File: config.mk
export PLATFORM = sky130hd
export DESIGN_NAME = if_id_stage_buf
export DESIGN_NICKNAME = d
export VERILOG_FILES = /design/src/rtl/if_id_pkg.sv /design/src/rtl/if_id_stage_buf.sv
export SDC_FILE = /design/constraint.sdc
export NUM_CORES = 1
export LEC_CHECK = 0
export CAP_MARGIN = 20
export CORE_MARGIN = 2
export CORE_UTILIZATION = 28
export CTS_CLUSTER_DIAMETER = 30
export DETAILED_ROUTE_END_ITERATION = 10
export GPL_ROUTABILITY_DRIVEN = 0
export GPL_TIMING_DRIVEN = 0
export SYNTH_ARGS = -nofsm -noshare
export SYNTH_HDL_FRONTEND = slang
export SYNTH_SLANG_ARGS = --single-unit
File: constraint.sdc
create_clock -name clk -period 2.75 [get_ports clk]
set_input_delay 0.6875 -clock clk [delete_from_list [all_inputs] [get_ports clk]]
set_output_delay 0.6875 -clock clk [all_outputs]
set_load 0.01 [all_outputs]
File: src/rtl/if_id_pkg.sv
// Shared types and default widths for the IF/ID stage buffer.
// Imported by if_id_stage_buf and its bench.
package if_id_pkg;

    localparam int DEF_PC_W    = 16;
    localparam int DEF_INSTR_W = 16;
    localparam int DEF_CNT_W   = 8;

    localparam logic [15:0] DEF_NOP_INSTR = 16'h0000;

    typedef enum logic [1:0] {
        EMPTY = 2'd0,
        BUSY  = 2'd1,
        FULL  = 2'd2
    } state_t;

endpackage

File: src/rtl/if_id_stage_buf.sv
// IF/ID stage buffer with valid/ready handshake, flush and squash count.
// IF_ID_SKID_EN adds a skid slot and a registered in_ready.
module if_id_stage_buf
    import if_id_pkg::*;
#(
    parameter int PC_W    = DEF_PC_W,
    parameter int INSTR_W = DEF_INSTR_W,
    parameter logic [INSTR_W-1:0] NOP_INSTR =
        INSTR_W'(DEF_NOP_INSTR),
    parameter int CNT_W   = DEF_CNT_W
) (
    input  logic               clk,
    input  logic               reset,
    input  logic               flush,
    input  logic               in_valid,
    output logic               in_ready,
    input  logic [PC_W-1:0]    pc_in,
    input  logic [PC_W-1:0]    pc_plus2_in,
    input  logic [INSTR_W-1:0] instruction_in,
    output logic               out_valid,
    input  logic               out_ready,
    output logic [PC_W-1:0]    pc_out,
    output logic [PC_W-1:0]    pc_plus2_out,
    output logic [INSTR_W-1:0] instruction_out,
    output logic [CNT_W-1:0]   squash_count
);

    typedef struct packed {
        logic [PC_W-1:0]    pc;
        logic [PC_W-1:0]    pc_plus2;
        logic [INSTR_W-1:0] instr;
    } payload_t;

    state_t         state;
    payload_t       main_q;
    payload_t       in_pl;
    logic           in_fire;
    logic           out_fire;
    logic [2:0]     held;
    logic [2:0]     kill;
    logic [CNT_W:0] cnt_sum;
    logic [CNT_W-1:0] cnt_q;
    logic [CNT_W-1:0] cnt_nxt;

    assign in_pl = '{
        pc:       pc_in,
        pc_plus2: pc_plus2_in,
        instr:    instruction_in
    };

    assign out_valid = (state != EMPTY);
    assign in_fire   = in_valid && in_ready;
    assign out_fire  = out_valid && out_ready;

    assign pc_out          = main_q.pc;
    assign pc_plus2_out    = main_q.pc_plus2;
    assign instruction_out = out_valid ? main_q.instr
                                       : NOP_INSTR;
    assign squash_count    = cnt_q;

    // Entries killed by a flush: held minus the one decode takes,
    // plus anything fetch hands over in the same cycle.
    assign held = (state == FULL) ? 3'd2 :
                  (state == BUSY) ? 3'd1 : 3'd0;
    assign kill = held - {2'b00, out_fire}
                       + {2'b00, in_fire};

    assign cnt_sum = {1'b0, cnt_q} + (CNT_W+1)'(kill);
    assign cnt_nxt = cnt_sum[CNT_W] ? {CNT_W{1'b1}}
                                    : cnt_sum[CNT_W-1:0];

`ifdef IF_ID_SKID_EN

    payload_t skid_q;
    logic     rdy_q;

    assign in_ready = rdy_q;

    always_ff @(posedge clk or negedge reset) begin
        if (!reset) begin
            state  <= EMPTY;
            main_q <= '{pc: '0, pc_plus2: '0, instr: NOP_INSTR};
            skid_q <= '{pc: '0, pc_plus2: '0, instr: NOP_INSTR};
            rdy_q  <= 1'b0;
            cnt_q  <= '0;
        end else if (flush) begin
            state        <= EMPTY;
            main_q.instr <= NOP_INSTR;
            rdy_q        <= 1'b1;
            cnt_q        <= cnt_nxt;
        end else begin
            rdy_q <= 1'b1;
            case (state)
                EMPTY: begin
                    if (in_fire) begin
                        main_q <= in_pl;
                        state  <= BUSY;
                    end
                end
                BUSY: begin
                    if (in_fire && out_fire) begin
                        main_q <= in_pl;
                    end else if (in_fire) begin
                        skid_q <= in_pl;
                        state  <= FULL;
                        rdy_q  <= 1'b0;
                    end else if (out_fire) begin
                        state <= EMPTY;
                    end
                end
                FULL: begin
                    if (out_fire) begin
                        main_q <= skid_q;
                        state  <= BUSY;
                    end else begin
                        rdy_q <= 1'b0;
                    end
                end
                default: state <= EMPTY;
            endcase
        end
    end

`else

    // Holds in_ready low until the first edge after reset release.
    logic live_q;

    assign in_ready = live_q && (!out_valid || out_ready);

    always_ff @(posedge clk or negedge reset) begin
        if (!reset) begin
            state  <= EMPTY;
            main_q <= '{pc: '0, pc_plus2: '0, instr: NOP_INSTR};
            live_q <= 1'b0;
            cnt_q  <= '0;
        end else if (flush) begin
            state        <= EMPTY;
            main_q.instr <= NOP_INSTR;
            live_q       <= 1'b1;
            cnt_q        <= cnt_nxt;
        end else begin
            live_q <= 1'b1;
            case (state)
                EMPTY: begin
                    if (in_fire) begin
                        main_q <= in_pl;
                        state  <= BUSY;
                    end
                end
                BUSY: begin
                    if (out_fire) begin
                        if (in_fire)
                            main_q <= in_pl;
                        else
                            state <= EMPTY;
                    end
                end
                default: state <= EMPTY;
            endcase
        end
    end

`endif

endmodule

==> reports/results.tsv, run 1 <==
metric	value	unit
DRC	0	
Clock Path Buffers	2	
Die H	102.7	µm
Layout fillers	926	
Worst-path clk slew	0.07	ns
post-synth cell types	32	
I/O pins	111	
Relative slew margins	59.78	%
part of the cycle the worst path needs	94.62	%
Worst setup EP type	flip-flop	
Final Setup Violations	0	
hold_buf cts	0	
n_diodes	0	
Num CTS Buffers	9	
critical path's top delay family	adder cells	
cell area power density	640.7	nW/µm²
GRT Util Overall	11.94	%
Seq/Total Area, Yosys	53.24	%
Post-Synthesis Cells	214	
syn nets	274	
CTS tree	done	
Post-Syn Area	2726	µm²
design area	4292	µm²
Peak Freq	384.3	MHz
first-pass iteration count of the detailed router	4	
DP HPWL	4498	µm
Initial Util	28.42	%
Syn Area/Cell	12.74	µm²
Worst Tran Pin Value	0.6033	ns
via density per instance	4.230	
post-DR wirelength/cell	12.88	µm
Clock Skews	0.01175	ns
worst setup path category	input pin to flip-flop	
Clock Root Buffer	clkbuf_8	
Clk Latency, worst-skew pair	0.33	ns
slowest CP cell	fa_2	
DR iter-0 viols	40	
peak supply drop	0.2435	mV
Max-cap violations	0	
Antenna Nets Post-Route	0	
min cycle time layout	2.602	ns
worst min-delay path class	input pin to asynchronous set/reset pin	
vias in the first global route	1994	
Die Area	10540	µm²
Worst EP arrival	2.85	ns
Core Footprint	9594	µm²
ranking of synthesized cells by area	dfrtp_1 (53%), mux2_2 (12%), buf_4 (9.4%)	
worst path required time	2.99	ns
register bit total from synthesis	58	
Final Hold Fails	0	
CP Launch Type	input pin	
via count	2022	
H-Tree Depth	3	
Critical Path Fanout Max	6	
Pleak	1.901	nW
first-pass GRT wire length	9549	µm
# nets final	402	
Pwr Total	2.750	mW
initial antenna violation count	0	
Worst Path Buf+Inv	3	
largest net degree at the start of global routing	36	
dpl cell area	4024	µm²
row cnt	36	
RSZ-0062 raised after global routing	no	
status	finished clean	
post-synth top area cell	dfrtp_1	
area grow syn2layout	57.41	%
Cell Chain, Critical Path	dlygate4sd2_1 > nand2b_4 > nand3_4 > ha_4 > inv_1 > ha_1 > ha_2 > inv_2 > fa_2 > nor2b_2 > o211a_4 > a31oi_1 > a41oi_1	
die width	102.7	µm
fin. max-slew vios	0	
CTS Sinks	58	
yosys warns	0	
global route total overflow	0	
share of cells above drive strength 1	31.01	%
Sequential Area	1453	µm²
Yosys top cell area share	53.24	%
Port Buffers	110	
routed wire length	6157	µm
area of the multi-input gates	1013	µm²
Critical Path Max Stage Delay	0.35	ns
-- synthesized netlist by cell type (all sizes together) --
cell    count
xor2        2
and2       18
nor2        1
a31oi       2
o211a       2
conb        1
fa          1
o21a        1
a211o       1
nor2b       3
nand2b      1
nand2       8
nor3        1
clkbuf      1
a22o       16
mux2i       1
a21oi       2
o211ai      1
o21ai       3
a41oi       1
dfrtp      58
and3        1
inv         6
mux2       32
ha          6
nand3       5
buf        39
-- power breakdown --
group | total, mW | switching, mW | leakage (nW) | internal (mW)
sequential | 1.12 | 0.109 | 0.712 | 1.01
combinational | 0.914 | 0.307 | 1.10 | 0.607
clock | 0.717 | 0.327 | 0.0903 | 0.389
-- area by class of cell --
class	count	area share, %
Buffer	40	6.997
Clock buffer	12	3.848
Clock inverter	2	0.2915
Inverter	6	0.5248
Multi-Input combinational cell	110	23.62
Sequential cell	58	33.85
Tap cell	133	3.878
Timing Repair Buffer	117	27.00
-- logic make-up after synthesis --
| kind of cell | Yosys count | synth area share, % |
|---|---|---|
| buffers and inverters | 46 | 11.70 |
| xor gates and xnor gates | 2 | 0.6426 |
| muxes | 33 | 14.13 |
| AOI/OAI and AO/OA | 29 | 8.674 |
| and+or+nand+nor | 38 | 7.986 |
| DFF | 58 | 53.24 |
| other | 1 | 0.1375 |
| adders and majority gates | 7 | 3.488 |
-- metrics by stage --
| stage | util (%) | worst slack, ns | hold slack (ns) | instances | setup TNS (ns) |
|---|---|---|---|---|---|
| global route | 44.73 | 0.01070 | 0.3978 | 478 | 0 |
| CTS | 44.63 | 0.07951 | 0.3670 | 478 | 0 |
| global placement | 41.78 | -1.047 | 0.4774 | 457 | -65.19 |
| detailed placement | 41.94 | -0.6625 | 0.4776 | 458 | -4.897 |
| floorplan | - | 0.02618 | 0.3919 | 214 | 0 |
| finish | 44.73 | 0.1479 | 0.3606 | 478 | 0 |
-- registers in the layout, summed over array words and instances (netlist names) --
register,count
live_q,1
main_q,16
pc_out,16
pc_plus2_out,16
squash_count,8
state,1
-- cells in the final DEF, fill, tap and decap left out, drive strengths merged, types with 3 or more instances in the layout --
cell and count:
nand3 5, clkbuf 13, o21ai 3, clkdlybuf4s50 107, mux2 32, nor2b 3, and2 18, buf 47
nand2 8, dfrtp 58, a22o 16, ha 6, inv 6
-- final timing paths --
| check | slack (ns) | start | depth (start not counted) | to |
|---|---|---|---|---|
| min reg2reg | 0.49 | main_q[12]$_DFFE_PN0P_ | 1 | main_q[12]$_DFFE_PN0P_ |
| max reg2reg | 0.21 | state[0]$_DFFE_PN0P_ | 13 | squash_count[3]$_DFFE_PN0P_ |
| min | 0.36 | reset | 1 | pc_out[8]$_DFFE_PN0P_ |
| max in group asynchronous | 1.78 | reset | 2 | pc_out[0]$_DFFE_PN0P_ |
| min in group clk | 0.49 | main_q[12]$_DFFE_PN0P_ | 1 | main_q[12]$_DFFE_PN0P_ |
| max | 0.15 | out_ready | 13 | squash_count[6]$_DFFE_PN0P_ |
-- per-layer routing --
| layer | up-vias | share of wire [%] | global-route usage (%) |
|---|---|---|---|
| met2 | 73 | 46 | 18.25 |
| met4 | 0 | 1.7 | 5.231 |
| met1 | 985 | 45 | 15.61 |
| met3 | 9 | 7.7 | 3.729 |
| met5 | - | 0 | 0 |
| li1 | 955 | - | - |
-- worst reg2reg max path, cell delays in order (launching register included) --
cell and delay (ns):
dfrtp_2 0.40, clkbuf_4 0.17, and2_1 0.18, ha_4 0.23, inv_1 0.05, ha_1 0.13, inv_1 0.06, ha_4 0.27
inv_1 0.04, ha_1 0.27, a211o_1 0.30, o211ai_1 0.12, xor2_1 0.17, nand2_1 0.06
-- repair_timing --
item,in CTS,in global routing
gates resized for setup,11,2
setup endpoints to repair,8,7
setup buffers,6,0
cloned,0,0
pin swaps,5,0
Note: power is estimated with default switching activity, not from simulation.
==> run 2: changes to the inputs <==
--- a/config.mk
+++ b/config.mk
@@ -12,6 +12,7 @@
 export DETAILED_ROUTE_END_ITERATION = 10
 export GPL_ROUTABILITY_DRIVEN = 0
 export GPL_TIMING_DRIVEN = 0
+export PLACE_DENSITY = 0.67
 export SYNTH_ARGS = -nofsm -noshare
 export SYNTH_HDL_FRONTEND = slang
 export SYNTH_SLANG_ARGS = --single-unit
==> run 2 against run 1 <==
Effect of this change:
- cell count unchanged
- clock skew shrank 0.0049 ns
- power is 1.3% lower
- worst setup slack lost 0.039 ns
- fmax fell by 1.5%
- wire length increased by 3.9%
- die area unchanged
- worst hold slack better by 0.013 ns
- first-iteration DRC count decreased by 73%
- largest power group unchanged
- highest routed layer unchanged
==> reports/results.tsv, run 2 (synthesized netlist as in run 1, its figures left out) <==
metric	value	unit
initial antenna violation count	0	
worst path required time	3.00	ns
fin. max-slew vios	0	
row cnt	36	
Die H	102.7	µm
Num CTS Buffers	9	
Max-cap violations	0	
Setup WS post-layout	0.1092	ns
status	finished clean	
Die Area	10540	µm²
via count	2020	
hold_buf cts	0	
first-pass iteration count of the detailed router	4	
H-Tree Depth	3	
n_diodes	0	
Clock Skews	0.006830	ns
Critical Path Fanout Max	6	
Peak Freq	378.7	MHz
largest net degree at the start of global routing	33	
most common cell after layout, fill and taps aside	clkdlybuf4s50_1	
Worst-path clk slew	0.07	ns
Port Buffers	110	
area of the multi-input gates	1023	µm²
fin util	44.56	%
CTS Sinks	58	
I/O pins	111	
GRT Util Overall	12.46	%
RSZ-0062 raised after global routing	no	
Clock Path Buffers	2	
Clock Root Buffer	clkbuf_8	
share of cells above drive strength 1	31.01	%
die width	102.7	µm
Pleak	1.892	nW
reg2reg start	state[0]$_DFFE_PN0P_	
DP HPWL	4637	µm
Final Setup Violations	0	
Worst setup EP type	flip-flop	
global route total overflow	0	
first-pass GRT wire length	9908	µm
Core Footprint	9594	µm²
Clk Latency, worst-skew pair	0.33	ns
min cycle time layout	2.641	ns
DRC	0	
part of the cycle the worst path needs	96.03	%
CTS tree	done	
post-DR wirelength/cell	13.39	µm
worst min-delay path class	input pin to asynchronous set/reset pin	
area grow syn2layout	56.82	%
Pwr Total	2.715	mW
Worst Tran Pin Value	0.6389	ns
peak supply drop	0.2302	mV
Initial Util	28.42	%
DR iter-0 viols	11	
worst setup path category	input pin to flip-flop	
routed wire length	6400	µm
Relative slew margins	57.40	%
hold_ws	0.3737	ns
CP Launch Type	input pin	
Final Hold Fails	0	
cell area power density	635.0	nW/µm²
Sequential Area	1453	µm²
Register-to-Register Setup Slack	0.15	ns
Worst setup startpoint	out_ready	
R2R depth	13	
Antenna Nets Post-Route	0	
Place WS	-0.6680	ns
Layout fillers	898	
vias in the first global route	2059	
most frequent cells in the layout	clkdlybuf4s50_1 (107), dfrtp_1 (57), buf_4 (40), mux2_2 (28), and2_1 (18)	
# nets final	401	
setup TNS	0	ns
via density per instance	4.226	
Worst EP arrival	2.89	ns
## run 2: cell count changes in the layout (fill, tap and decap cells not counted), sizes merged
cell	previous run	this run
clkbuf	13	9
clkinv	1	4
clkinvlp	1	2
## run 2: timing repair
item	4_1_cts	5_1_grt
resized for setup	12	4
pin swaps	6	2
hold endpoints to repair	0	0
setup buffers	4	1
setup endpoints to repair	17	6
## run 2: per-layer routing
layer | wire (µm) | part of all wire (%) | GRT usage [%]
met4 | 104 | 1.6 | 5.538
met1 | 2857 | 45 | 15.69
met2 | 2899 | 45 | 19.46
met5 | 0 | 0 | 0
met3 | 539 | 8.4 | 4.203
## run 2: power breakdown
group | leakage, nW | switching (mW) | internal [mW]
Combinational | 1.10 | 0.318 | 0.613
Clock | 0.0806 | 0.346 | 0.314
Sequential | 0.712 | 0.115 | 1.01
Total | 1.89 | 0.778 | 1.94
## run 2: critical path: stages
cell and delay [ns]:
dlygate4sd2_1 0.21, nand2b_4 0.14, nand3_4 0.09, ha_4 0.27
inv_1 0.03, ha_1 0.26, ha_2 0.16, inv_1 0.05
fa_2 0.36, nor2b_4 0.14, o211a_4 0.21, a31oi_1 0.08
a41oi_1 0.18
## run 2: per-stage QoR
stage	cells	area, µm²
floorplan	214	2741
global placement	457	4009
detailed placement	458	4024
CTS	477	4260
global route	478	4275
finish	478	4275
## run 2: worst paths after layout
kind | to
min in group clk | main_q[7]$_DFFE_PN0P_
max in group asynchronous | state[0]$_DFFE_PN0P_
setup / recovery | squash_count[6]$_DFFE_PN0P_
hold reg to reg | main_q[7]$_DFFE_PN0P_
setup reg to reg | squash_count[6]$_DFFE_PN0P_
hold / removal | pc_plus2_out[2]$_DFFE_PN0P_
## run 2: area by class of cell
cell class	instances	share of cell area, %
multi-input cells	110	23.94
inverters	6	0.5268
repair buffers	116	26.92
flip-flops and latches	58	33.98
well taps	133	3.892
clock buffers	9	2.897
plain buffers	40	7.024
clock inverters	6	0.8194
